$ cat config.mk
export PLATFORM = sky130hd
export DESIGN_NAME = ifid_queue
export DESIGN_NICKNAME = d
export VERILOG_FILES = /design/src/rtl/ifid_queue.sv
export SDC_FILE = /design/constraint.sdc
export NUM_CORES = 1
export LEC_CHECK = 0
export CORE_UTILIZATION = 45
export CTS_CLUSTER_SIZE = 14
export DETAILED_ROUTE_END_ITERATION = 10
export GPL_TIMING_DRIVEN = 0
export PLACE_DENSITY = 0.77
export SETUP_SLACK_MARGIN = 0.05
export SKIP_LAST_GASP = 1
export SYNTH_ARGS = -nofsm -noshare
export SYNTH_HDL_FRONTEND = slang
export SYNTH_SLANG_ARGS = --single-unit
$ cat constraint.sdc
create_clock -name clk -period 4.5 [get_ports clk]
set_input_delay 0.45 -clock clk [delete_from_list [all_inputs] [get_ports clk]]
set_output_delay 0.45 -clock clk [all_outputs]
set_load 0.02 [all_outputs]
$ cat src/rtl/ifid_queue.sv
// IF/ID pipeline register built as a DEPTH-entry in-order queue of {pc, inst, pred}.
// Fetch pushes and decode pops, each with a valid/ready handshake; flush empties the queue.
module ifid_queue #(
    parameter int unsigned XLEN = 64,
    parameter int unsigned ILEN = 32,
    parameter int unsigned DEPTH = 4,
    parameter logic [ILEN-1:0] NOP_INST = 32'h00000013
) (
    input  logic                       clk,
    input  logic                       reset,
    input  logic                       flush,
    input  logic                       in_valid,
    output logic                       in_ready,
    input  logic [XLEN-1:0]            in_pc,
    input  logic [ILEN-1:0]            in_inst,
    input  logic                       in_pred,
    output logic                       out_valid,
    input  logic                       out_ready,
    output logic [XLEN-1:0]            out_pc,
    output logic [ILEN-1:0]            out_inst,
    output logic                       out_pred,
    output logic [$clog2(DEPTH+1)-1:0] count
);

    localparam int unsigned PtrW = $clog2(DEPTH);
    localparam int unsigned CntW = $clog2(DEPTH + 1);
    localparam logic [CntW-1:0] Full = CntW'(DEPTH);

    logic [XLEN-1:0] pc_mem_q   [DEPTH];
    logic [ILEN-1:0] inst_mem_q [DEPTH];
    logic            pred_mem_q [DEPTH];

    logic [PtrW-1:0] wr_ptr_q, wr_ptr_d;
    logic [PtrW-1:0] rd_ptr_q, rd_ptr_d;
    logic [CntW-1:0] count_q, count_d;
    logic            push, pop;

    // Handshake readiness comes only from registered occupancy, never from out_ready.
    assign in_ready  = (count_q != Full);
    assign out_valid = (count_q != '0);
    assign count     = count_q;
    assign push      = in_valid & in_ready;
    assign pop       = out_valid & out_ready;

    always_comb begin
        out_pc   = '0;
        out_inst = NOP_INST;
        out_pred = 1'b0;
        if (out_valid) begin
            out_pc   = pc_mem_q[rd_ptr_q];
            out_inst = inst_mem_q[rd_ptr_q];
            out_pred = pred_mem_q[rd_ptr_q];
        end
    end

    always_comb begin
        wr_ptr_d = wr_ptr_q;
        rd_ptr_d = rd_ptr_q;
        count_d  = count_q;
        if (flush) begin
            wr_ptr_d = '0;
            rd_ptr_d = '0;
            count_d  = '0;
        end else begin
            if (push) wr_ptr_d = wr_ptr_q + PtrW'(1);
            if (pop)  rd_ptr_d = rd_ptr_q + PtrW'(1);
            if (push && !pop) begin
                count_d = count_q + CntW'(1);
            end else if (pop && !push) begin
                count_d = count_q - CntW'(1);
            end
        end
    end

    always_ff @(posedge clk or negedge reset) begin
        if (!reset) begin
            wr_ptr_q <= '0;
            rd_ptr_q <= '0;
            count_q  <= '0;
        end else begin
            wr_ptr_q <= wr_ptr_d;
            rd_ptr_q <= rd_ptr_d;
            count_q  <= count_d;
        end
    end

    // Storage is deliberately unreset; it is masked whenever the queue is empty.
    always_ff @(posedge clk) begin
        if (push && !flush) begin
            pc_mem_q[wr_ptr_q]   <= in_pc;
            inst_mem_q[wr_ptr_q] <= in_inst;
            pred_mem_q[wr_ptr_q] <= in_pred;
        end
    end

endmodule

==> Yosys cells after proc, flatten, opt, wreduce, memory -nomap -nowiden <==
Memories as Yosys holds them, arrays and structs flattened.
Cells that the tools add are included.
{ "word_totals": {"memories": 3, "latchBits": 0, "regBits": 7, "mem_bits_rw": 388, "romBits": 0} }
{ "op_classes": {"n_reduce_logical": 10, "eq_ne": 1, "n_shift": 0, "order_cmp": 0, "n_mux": 12, "multipliers": 0, "bitwise": 2, "div_mod_pow": 0, "n_addsub": 4} }
{ "mem_list": {"columns": ["name", "words", "word_bits", "rd", "rd_ports_with_merged_regs", "wr", "line_no", "source"], "rows": [
  ["pc_mem_q", 4, 64, 1, 0, 1, "29", "logic [XLEN-1:0] pc_mem_q [DEPTH];"],
  ["inst_mem_q", 4, 32, 1, 0, 1, "30", "logic [ILEN-1:0] inst_mem_q [DEPTH];"],
  ["pred_mem_q", 4, 1, 1, 0, 1, "31", "logic pred_mem_q [DEPTH];"]
]} }
{ "op_table": {"columns": ["operator", "count"], "rows": [
  ["64-bit two-way mux", 1],
  ["32-bit two-way mux", 1],
  ["3-bit two-way mux", 3],
  ["2-bit two-way mux", 4],
  ["3-bit nonzero test", 2],
  ["2-bit by 1-bit adder with 2-bit output, second input constant", 2],
  ["2-bit nonzero test", 2],
  ["3-bit by 1-bit adder with 3-bit output, second input constant", 1],
  ["1-bit logical AND", 3],
  ["1-bit zero test", 3],
  ["1-bit two-way mux", 3],
  ["3-bit inequality test, second input constant", 1],
  ["3-bit by 1-bit subtractor with 3-bit output, second input constant", 1],
  ["1-bit AND", 2]
]} }

==> Logic depth before layout (Yosys ltp) <==
{ "logic_depth": {"ltp_word": 7, "ltp_mapped": 8, "depth_no_buf": 7} }

==> Worst setup path before layout <==
No wires, ideal clock.
{ "synth_path": {"kind": "input-to-reg", "start": "input in_valid", "end": "memory inst_mem_q[0][0], enable pin", "t_required_ns": 4.033, "setup_ns": 0.467, "path_buffers": 1, "cell_stages": 4, "slack_ns": 0.717, "arrival_time_ns": 3.316, "cell_sequence": "clkbuf_1 -> inv_1 -> nor3_1 -> and2_1"} }
{ "synth_via": {"elab_chain_cells": 4} }
{ "synth_lines": {"columns": ["item", "line_no", "source"], "rows": [
  ["start: declaration", "12", "input logic in_valid,"],
  ["1-bit AND", "42", "assign push = in_valid & in_ready;"],
  ["1-bit logical AND", "89", "if (push && !flush) begin"],
  ["1-bit two-way mux", "89", null],
  ["1-bit two-way mux (not written as such)", "91", "inst_mem_q[wr_ptr_q] <= in_inst;"],
  ["end: declaration", "30", null]
]} }
No other way between the ends.

==> Worst setup path in the final report <==
{ "layout_path": {"start": "register count_q[0] (netlist: count[0])", "end": "output out_pc[35]"} }
{ "layout_via": {"elab_chain_cells": 2} }
{ "layout_lines": {"columns": ["item", "line_no", "source"], "rows": [
  ["start: declaration", "35", "logic [CntW-1:0] count_q, count_d;"],
  ["start signal: assignment", "83", "count_q <= count_d;"],
  ["3-bit nonzero test", "40", "assign out_valid = (count_q != '0);"],
  ["64-bit two-way mux", "49", "if (out_valid) begin"],
  ["end: declaration", "19", "output logic [XLEN-1:0] out_pc,"]
]} }
No other way between the ends.

==> impl_metrics.toml <==
[finish]
insertedDiodeCount = 0
multiInputGateArea_sq_mm = 0.00314
stdcell_count = 1398
final_util = 0.584
drive_above_1_share = 0.197
syn2layout_area_growth_pct = 26.6
nNetsFinal = 1034
nFillCells = 2468
regArea_sq_mm = 0.0118

[synth]
synth_top_cell_by_area = "edfxtp_1"
synth_cells = 677
synth_seq_cells = 395
ys.flop_type = "edfxtp_1"
syn_nets = 784
seq_area_frac_synth = 0.780
ys_top_cells_by_area = "edfxtp_1 77%, mux4_2 14%, and2_1 4.0%"
synth.top_cell.area_share = 0.768
synth_edf_count = 388
ys.warnings.count = 0
ys_types = 34
syn_area_per_cell_sq_um = 22.4
synth.most_common_cell = "edfxtp_1"
synthTopCellsByCount = "388 x edfxtp_1, 98 x and2_1, 97 x mux4_2"
netlist_area_sq_mm = 0.0152
synthArstFlopShare = 0.0177

[power]
seq_power_share = 0.385
power_density_mw_per_mm2 = 579
swShare = 0.285
pwr-share-clk = 0.293
cell_internal_pwr_mw = 7.94
p_leak_nw = 6.13
ir_drop_mv = 0.393
combPwrFrac = 0.322
switchingPower_mw = 3.17

[grt]
grt_pass1_vias = 7740
grt_usage = 0.177
grt_start_max_net_pins = 57
grt_pass1_wl_microns = 45000
grt_overflow = 0
antenna_found_initial = 3

[clock_tree]
post_cts_buffers = 0
tritoncts = "done"
clkTransAtPathRegs_ns = 0.06
numCtsBuffers = 41
clockBufferDepth = 3
clock-root-buffer = "clkbuf_16"
cts_resized = 0
cts_max_level = 2
cts_sinks = 395
clock_latency_ns = 0.52
hold_buffers = 0

[route]
wl_per_cell_microns = 21.3
drt_drc_violations_left = 0
ant_nets = 0
drtPass1Iterations = 5
via_per_inst = 5.33
drt_iter0_drc = 465
wirelength_microns = 29700
vias = 7452

[floorplanning]
die_x_microns = 186
start_util = 0.462
num_rows = 66
coreArea_sq_mm = 0.0329
ios = 204
die_h_microns = 186
dieArea_sq_mm = 0.0345

[run]
max_cap_violations = 0

[sta]
fin_ws_ns = 0.739
tns_ns = 0
finalClockSkew_ns = 0.0163
fin_crit_ns = 3.76
worst_pin_slew_ns = 0.712
max_freq_mhz = 266
final-max-slew-violation-count = 0
hold_viol_final = 0
maxSlewHeadroom = 0.525
setup-violations-final = 0
worst_hold_slack_ns = 0.203
rsz0062_at_grt = "false"
post-route-period-util = 0.836

[hold_path]
hold_class = "in -> async"

[worst_setup_path]
critPathRequiredTime_ns = 4.05
arrival_ns = 3.31
crit_type = "reg -> out"
start_kind = "flop"
crit_path_start = "count[0]"
reg2reg_slack_ns = 1.90
r2r_cells = 6
r2r-end = "inst_mem_q[0][29]"
crit_path_end_kind = "primary output"
cp_max_fo = 10
r2r_start = "count[2]"

[place]
dp.cells = 1326
gp_congestion = 0.732
io_buffers = 200
pre_cts_ws_ns = 1.17
dp_hpwl_microns = 18600

[status]
outcome = "completed"
-- kinds of logic (layout without fill, tap and decap cells) --
| logic type | after synthesis | after routing | share of synthesized area |
|---|---|---|---|
| and+or+nand+nor | 119 | 119 | 0.0481 |
| DFF | 395 | 395 | 0.780 |
| muxes | 101 | 101 | 0.147 |
| buffers and inverters | 44 | 323 | 0.0144 |
| AOI/OAI and AO/OA | 11 | 11 | 0.00544 |
| xor gates and xnor gates | 2 | 2 | 0.00115 |
| adders and majority gates | 5 | 5 | 0.00462 |
-- stage by stage --
stage	power, mW	instance area, sq um
floorplan	6.42	15200
global placement	7.97	17700
detailed placement	7.99	17900
CTS	11.3	19200
global route	11.6	19200
finish	11.1	19200
-- sequential cells by signal, indices dropped and copies added (netlist names) --
name and flops:
pc_mem_q 256, inst_mem_q 128, pred_mem_q 4, count 3, rd_ptr_q 2, wr_ptr_q 2
-- critical path, cell delays in order (launching register included) --
cell	delay (ns)
dfrtp_1	0.35
buf_2	0.21
nor3_2	0.09
inv_1	0.23
clkbuf_1	0.55
clkbuf_1	0.45
and2_1	0.20
clkdlybuf4s50_1	0.69
-- cell type report --
class	count	area share
Clock inverter	24	0.0126
Buffer	37	0.00997
Multi-Input combinational cell	238	0.163
Timing Repair Buffer	207	0.113
Tap cell	442	0.0288
Inverter	7	0.00137
Sequential cell	395	0.616
Clock buffer	48	0.0548
-- routing by layer --
| metal | track usage | routed length [microns] | vias up |
|---|---|---|---|
| met5 | 0 | 46 | - |
| met4 | 0.0528 | 686 | 6 |
| met3 | 0.0448 | 1970 | 57 |
| met2 | 0.293 | 14600 | 224 |
| met1 | 0.230 | 12400 | 3905 |
| li1 | - | - | 3260 |
-- cell usage in the layout (no fill, tap or decap), types with 5 or more instances in the layout --
master and instances:
edfxtp_1 388, clkdlybuf4s50_1 200, mux4_2 97, and2_1 94
clkbuf_16 41, clkbuf_1 25, buf_2 14, nor2_1 9
clkinv_1 8, clkinv_2 8, inv_1 7, dfrtp_1 7
bufinv_16 5
-- power groups by stage --
stage	clock (mW)	sequential, mW	combinational [mW]
after CTS	3.33	4.28	3.66
after global routing	3.48	4.29	3.85
after global placement	0	4.38	3.59
final	3.26	4.28	3.57
after detailed placement	0	4.36	3.64
after floorplan	0	4.37	2.04
-- worst max path at each step --
| stage | endpoint | slack (ns) |
|---|---|---|
| finish | out_pc[35] | 0.74 |
| global route | out_pc[35] | 0.42 |
| CTS | out_pc[35] | 0.56 |
| detailed placement | out_pc[35] | 1.17 |
| global placement | inst_mem_q[3][9] | -1.41 |
| floorplan | inst_mem_q[0][0] | 0.72 |
Power figures use the tool's default switching activity.
